--- src/rtl/mips_step_controller.sv ---
// mips_step_controller: five-phase multi-cycle sequencer with run/step/halt control for the MIPS datapath
// Ports:
//   clk, rst_n            clock (rising edge) and asynchronous active-low reset
//   run, step, halt_req   host controls: continuous run, single instruction, stop after retire
//   opcode, branch_taken  Instruction[31:26] and Branch&Zero from the datapath
//   pc_we, ir_we          registered PC load and instruction latch enables
//   reg_we_en, mem_we_en  registered gates for RegWrite and MemWrite
//   phase, busy, halted   current state, FETCH..WB indicator, HALT indicator
//   instr_count           retired-instruction counter (wraps)
// Optional: define MIPS_CTRL_BRANCH_CNT_EN to add branch_count[15:0], counting taken branches at retire.
module mips_step_controller #(
    parameter int         PHASE_CYCLES = 1,
    parameter int         CNT_W        = 32,
    parameter logic [5:0] HALT_OPCODE  = 6'b111111,
    parameter logic [5:0] LW_OPCODE    = 6'b100011,
    parameter logic [5:0] SW_OPCODE    = 6'b101011
) (
    input  logic             clk,
    input  logic             rst_n,
    input  logic             run,
    input  logic             step,
    input  logic             halt_req,
    input  logic [5:0]       opcode,
    input  logic             branch_taken,
    output logic             pc_we,
    output logic             ir_we,
    output logic             reg_we_en,
    output logic             mem_we_en,
    output logic [2:0]       phase,
    output logic             busy,
    output logic             halted,
    output logic [CNT_W-1:0] instr_count
`ifdef MIPS_CTRL_BRANCH_CNT_EN
    ,
    output logic [15:0]      branch_count
`endif
);
    localparam logic [2:0] S_IDLE   = 3'd0;
    localparam logic [2:0] S_FETCH  = 3'd1;
    localparam logic [2:0] S_DECODE = 3'd2;
    localparam logic [2:0] S_EXEC   = 3'd3;
    localparam logic [2:0] S_MEM    = 3'd4;
    localparam logic [2:0] S_WB     = 3'd5;
    localparam logic [2:0] S_HALT   = 3'd6;
    localparam logic [7:0] LAST     = 8'(PHASE_CYCLES - 1);
    logic [2:0]       r_state, w_next;
    logic [7:0]       r_dwell, w_dwell;
    logic             r_run_mode, r_ir_we, r_pc_we, r_mem_we;
    logic [CNT_W-1:0] r_instr_count;
    logic             w_last, w_active, w_nlast, w_retire;
    assign w_last   = r_dwell == LAST;
    assign w_active = (r_state != S_IDLE) && (r_state < S_HALT);
    assign w_retire = (r_state == S_WB) && w_last;
    always_comb begin
        w_next = S_IDLE;
        case (r_state)
            S_IDLE:   w_next = (run || step) ? S_FETCH : S_IDLE;
            S_FETCH:  w_next = w_last ? S_DECODE : S_FETCH;
            S_DECODE: w_next = w_last ? S_EXEC : S_DECODE;
            S_EXEC:   w_next = !w_last ? S_EXEC : (opcode == LW_OPCODE || opcode == SW_OPCODE) ? S_MEM : S_WB;
            S_MEM:    w_next = w_last ? S_WB : S_MEM;
            S_WB:     w_next = !w_last ? S_WB : (halt_req || opcode == HALT_OPCODE) ? S_HALT :
                               (r_run_mode && run) ? S_FETCH : S_IDLE;
            S_HALT:   w_next = (!run && !step && !halt_req) ? S_IDLE : S_HALT;
            default:  w_next = S_IDLE;
        endcase
    end
    // Every transition lands in a different state, so a state change is a phase entry.
    assign w_dwell = (w_next != r_state || !w_active) ? 8'd0 : r_dwell + 8'd1;
    assign w_nlast = w_dwell == LAST;
    // Strobes are computed from the next state so they are glitch-free register outputs.
    always_ff @(posedge clk or negedge rst_n) begin
        if (!rst_n) begin
            r_state       <= S_IDLE;
            r_dwell       <= 8'd0;
            r_run_mode    <= 1'b0;
            r_ir_we       <= 1'b0;
            r_pc_we       <= 1'b0;
            r_mem_we      <= 1'b0;
            r_instr_count <= '0;
        end else begin
            r_state  <= w_next;
            r_dwell  <= w_dwell;
            r_ir_we  <= (w_next == S_FETCH) && w_nlast;
            r_mem_we <= (w_next == S_MEM) && w_nlast;
            r_pc_we  <= (w_next == S_WB) && w_nlast;
            if (r_state == S_IDLE && w_next == S_FETCH)
                r_run_mode <= run;
            if (w_retire)
                r_instr_count <= r_instr_count + CNT_W'(1);
        end
    end
`ifdef MIPS_CTRL_BRANCH_CNT_EN
    logic [15:0] r_branch_count;
    always_ff @(posedge clk or negedge rst_n) begin
        if (!rst_n)
            r_branch_count <= 16'd0;
        else if (w_retire && branch_taken)
            r_branch_count <= r_branch_count + 16'd1;
    end
    assign branch_count = r_branch_count;
`else
    logic w_unused_branch;
    assign w_unused_branch = branch_taken;
`endif
    assign phase       = r_state;
    assign busy        = w_active;
    assign halted      = r_state == S_HALT;
    assign ir_we       = r_ir_we;
    assign pc_we       = r_pc_we;
    assign reg_we_en   = r_pc_we;
    assign mem_we_en   = r_mem_we;
    assign instr_count = r_instr_count;
endmodule

--- config.mk ---
export PLATFORM = sky130hd
export DESIGN_NAME = mips_step_controller
export DESIGN_NICKNAME = d
export VERILOG_FILES = /design/src/rtl/mips_step_controller.sv
export SDC_FILE = /design/constraint.sdc
export NUM_CORES = 1
export LEC_CHECK = 0
export ABC_AREA = 1
export CAP_MARGIN = 20
export CORE_UTILIZATION = 51
export DETAILED_ROUTE_END_ITERATION = 8
export PLACE_DENSITY = 0.79
export SYNTH_ARGS = -nofsm -noshare
export SYNTH_HDL_FRONTEND = slang
export SYNTH_SLANG_ARGS = --single-unit
--- constraint.sdc ---
create_clock -name clk -period 2.6 [get_ports clk]
set_clock_uncertainty 0.15 [all_clocks]
set_input_delay 0.52 -clock clk [delete_from_list [all_inputs] [get_ports clk]]
set_output_delay 0.52 -clock clk [all_outputs]
set_load 0.02 [all_outputs]
==> After elaboration in Yosys (flattened, before gate mapping) <==
Cells that the tools add are included.
{ "totals": {"output_inout_bits": 41, "mem_bits_ro": 0, "wordCells": 56, "mem_count": 0, "ff_bits": 47, "latchBits": 0, "mem_bits_rw": 0, "inputBits": 12} }
{ "op_classes": {"magnitude_cmp": 1, "n_mul": 0, "n_eq_ne": 13, "reduce_logical": 21, "n_bitwise": 0, "n_mux": 12, "n_shift": 0, "div": 0, "n_addsub": 2} }
{ "op_table": {"columns": ["operator", "count"], "rows": [
  ["$add A32 B1 Y32 const B", 1],
  ["$pmux W3 S7", 1],
  ["$eq A6 B6 Y1 const B", 3],
  ["$logic_not A8 Y1", 2],
  ["$eq A3 B3 Y1 const B", 5],
  ["$mux W3", 4],
  ["$logic_and A1 B1 Y1", 9],
  ["$add A8 B1 Y8 const B", 1],
  ["$mux W8", 1],
  ["$eq A3 B1 Y1 const B", 2],
  ["$eq A3 B2 Y1 const B", 2],
  ["$mux W1", 5],
  ["$logic_not A1 Y1", 4],
  ["$logic_or A1 B1 Y1", 4],
  ["$logic_not A3 Y1", 1],
  ["$lt A3 B3 Y1 const B", 1],
  ["$ne A3 B3 Y1", 1],
  ["$reduce_bool A3 Y1", 1],
  ["$mux W2", 1]
]} }

==> Depth between registers and ports, before layout <==
{ "depth": {"word_depth": 10, "mapped_depth": 14, "depth_no_buf": 14} }

==> Worst setup path before layout <==
OpenSTA, ideal clock, no wires.
{ "synth_path": {"path_type": "register -> register", "from": "register r_instr_count[0] (netlist: instr_count[0])", "to": "register r_instr_count[30] (netlist: instr_count[30])", "setup_time_ns": 0.122, "path_stages_with_launch": 12, "period_less_slack_ns": 2.141, "setup_slack_ns": 0.459, "path_buffers": 0, "required_ns": 2.328, "t_arrival_ns": 1.869, "path_cell_list": "dfrtp_1 > ha_1 > nand3_1 > nand3b_1 > nor2_8 > nand2_4 > nor2_4 > nand2_4 > nor2_8 > nand3_4 > nor3_1 > nor2_1"} }
{ "synth_between": {"elab_chain_cells": 1} }
{ "synth_rtl": {"columns": ["item", "line", "text"], "rows": [
  ["from (decl)", "49", "logic [CNT_W-1:0] r_instr_count;"],
  ["from (signal assigned)", "90", "r_instr_count <= r_instr_count + CNT_W'(1);"],
  ["$add A32 B1 Y32", "90", null]
]} }
Every way passes these cells.
A chain may end at the register's enable or synchronous reset.

==> Final worst setup path <==
{ "layout_path": {"from": "register r_state[2] (netlist: phase[2])", "to": "output busy"} }
{ "layout_between": {"elab_chain_cells": 2, "elab_cells_between_ends": 3, "cone_classes": "1 x order compare; 2 x reduce/logical"} }
{ "layout_rtl": {"columns": ["item", "line", "text"], "rows": [
  ["from (decl)", "46", "logic [2:0] r_state, w_next;"],
  ["from (signal assigned)", "82", "r_state <= w_next;"],
  ["$lt A3 B3 Y1 or $reduce_bool A3 Y1 (tied branches)", "52", "assign w_active = (r_state != S_IDLE) && (r_state < S_HALT);"],
  ["$logic_and A1 B1 Y1 (*)", "52", null],
  ["to (decl)", "30", "output logic busy,"]
]} }
Every way passes the cells marked *; elsewhere a longest branch is shown, timed or not.

==> out/results.tsv <==
metric	value	unit
power_frac_clock	18.3	%
synthCells	308	
cp_slowest_cell	clkdlybuf4s50_1	
cts_resized	0	
clock_sinks	47	
final_cell_area	3303	um^2
dpl.hpwl	4.282	mm
numCtsBuffers	5	
r2r_start	r_dwell[0]	
status	finished, violations left	
post_drt_via_cell_ratio	5.012	
clk_latency	290	ps
dieWidth	73.85	um
finalSetupTns	0	ps
grt_antenna_before_repair	0	
cp-end-kind	output pin	
reg2reg_slack	230	ps
critPathMaxFanout	9	
ys_warn_count	0	
swShare	39.95	%
timing_worst_setup_path_type	reg2out	
gp_congestion	0.8810	
timing.final.max_slew_violations	0	
regToRegEndpoint	mem_we_en	
rsz0062_at_grt	no	
yosysTopAreaCellShare	44.68	%
peakVddDrop	0.5555	mV
relSlewSlack	62.85	%
setup_slack	218.6	ps
violations	hold timing	
postPlaceCellArea	3222	um^2
drive_gt1_share	10.63	%
cp-startpoint	phase[2]	
p_comb_share	42.3	%
ys_seq_elements	47	
reg2reg_depth	13	
clk_pin_slew	90	ps
grt_pass1_wl	9.170	mm
hold_class	in2async	
drt_first_pass_iters	4	
power.switching	925.2	uW
ant_nets	0	
cap_viol_max_count	0	
hold_ws	-5.236	ps
start_util	54.30	%
multiInputGateArea	1299	um^2
gr-total-overflow	0	
power_density	701.2	nW/um^2
seq_area	1176	um^2
syn_to_final_growth	25.48	%
start_kind	flip-flop	
yosys.area.top_type	dfrtp_1	
cp_slowest_stage_delay	590	ps
synth-xor-area-share	10.65	%
power_leakage	1.592	nW
seq_area_frac_synth	44.68	%
synthTopCellsByArea	dfrtp_1, nand2_1, xnor2_1, nor2_1, xor2_1	
drcViolationCount	0	
synth_fa_ha_area_share	1.426	%
syn-num-nets	323	
seqPwrFrac	39.4	%
grt_usage	21.90	%
setup_viol	0	
syn_avg_cell_area	8.547	um^2
synth_cell_types	28	
dieArea	5453	um^2
cts_tree	yes	
core	4848	um^2
synth.area.mux_share	0.4278	%
row_count	25	
netlist_area	2633	um^2
p_int	1.391	mW
numPortBuffers	51	
wl	5.529	mm
hold_viol_final	5	
wl_per_cell	12.74	um
required	1930	ps
worstPathCellList	inv_1 -> nand2_1 -> nand2_1 -> inv_1 -> clkdlybuf4s50_1	
synth-simple-area-share	33.94	%
post-route-period-util	91.59	%
fmax	419.9	MHz
grt_max_degree	19	
period_minus_slack	2381	ps
htreeDepth	2	
crit_arrival	1710	ps
synth-compound-area-share	2.899	%
vias	2175	
root_buffer	clkbuf_8	
n_fill_cell	401	
post_cts_buffers	0	
ioPinCount	53	
ctsHoldBuffers	0	
worstMarginPinSlew	553.0	ps
synth_top_family_by_area	simple AND/OR/NAND/NOR gates	
cts.path.max_buffers	2	
die_y	73.85	um
first_iter_violations	164	
layout.nets	381	
diodes	0	
grt_pass1_vias	2059	
dp_slack	143.2	ps
## registers in the layout, indices dropped and copies added, names as in the netlist
register / flops
instr_count: 32
ir_we: 1
mem_we_en: 1
pc_we: 1
phase: 3
r_dwell: 8
r_run_mode: 1
## cells in the mapped netlist
cell      number
nand2_4        3
a21oi_1        7
inv_1         32
nand2_2        4
and2_1         1
nor4_1         2
nand2_1       70
nor2_1        36
nor2_2         4
o21ai_0        3
nor3_1         9
nand3_2        2
nand3_1       17
nor2_4         4
xor2_1        15
nor3b_1        1
xnor2_1       17
nor2_8         3
ha_1           3
nor3_2         1
nand4_1       10
dfrtp_1       47
nand3_4        2
inv_2          6
mux2_2         1
buf_4          2
nand3b_1       3
o41ai_1        3
## cells by family after synthesis
logic type	Yosys count
fa+ha+maj	3
flops	47
buf+inv	40
compound gates	13
xor+xnor	32
mux	1
simple gates	172
## power groups by stage
stage / combinational, mW / clock [mW] / sequential [mW]
global placement: 0.947 / 0 / 0.923
finish: 0.979 / 0.424 / 0.913
detailed placement: 0.971 / 0 / 0.926
CTS: 0.974 / 0.439 / 0.912
global route: 1.08 / 0.460 / 0.929
floorplan: 0.607 / 0 / 0.974
## per-stage QoR
stage / util (%) / hold slack [ps] / power [mW] / std cells
after floorplan: - / 74.41 / 1.581 / 308
after global placement: 66.45 / 305.7 / 1.870 / 426
after detailed placement: 66.45 / 309.4 / 1.897 / 426
after CTS: 68.13 / 7.243 / 2.325 / 434
after global routing: 68.13 / 13.64 / 2.474 / 434
final: 68.13 / -5.236 / 2.316 / 434
## layout by cell type (no fill, tap or decap), types with 2 or more instances in the layout
cell type        synthesis  routed
xnor2_1                 17      17
nor2_4                   4       4
inv_1                   32      32
nand2_1                 70      70
inv_2                    6       6
clkdlybuf4s50_1          0      50
nand2_4                  3       3
nand3_4                  2       2
clkbuf_1                 0       2
buf_4                    2       2
nand3b_1                 3       3
xor2_1                  15      15
dfrtp_1                 47      47
nor2_1                  36      36
nand3_2                  2       2
a21oi_1                  7       7
nand2_2                  4       4
o41ai_1                  3       3
nand4_1                 10      10
o21ai_0                  3       3
clkbuf_8                 0       5
ha_1                     3       3
nor4_1                   2       2
nand3_1                 17      17
nor2_2                   4       4
nor3_1                   9       9
nor2_8                   3       3
## worst max-delay path: cells and delay by family, from the launching register on
kind                   cells  cell delay, ps
AND/OR/NAND/NOR            2             170
buffers and inverters      3             740
flip-flops                 1             510
## cell type report
class / count / area share, %
Clock buffer: 7 / 2.311
Timing Repair Buffer: 53 / 15.76
Inverter: 38 / 4.318
Sequential cell: 47 / 35.61
Clock inverter: 1 / 0.1515
Tap cell: 67 / 2.538
Multi-Input combinational cell: 221 / 39.32
## how the worst max path moves through the flow
stage                                  to  slack [ps]
final                                busy         220
after global routing            mem_we_en          70
after CTS                            busy         220
after floorplan           instr_count[30]         460
after detailed placement        mem_we_en         140
after global placement          mem_we_en         160
## per-layer routing
layer | wire [um] | vias up | track usage (%)
met1 | 2631 | 1035 | 29.05
met5 | 0 | - | 0
met2 | 2711 | 38 | 36.70
li1 | - | 1096 | -
met3 | 144 | 6 | 3.978
met4 | 42 | 0 | 5.983
No activity file was read; power rests on OpenSTA's default activity.
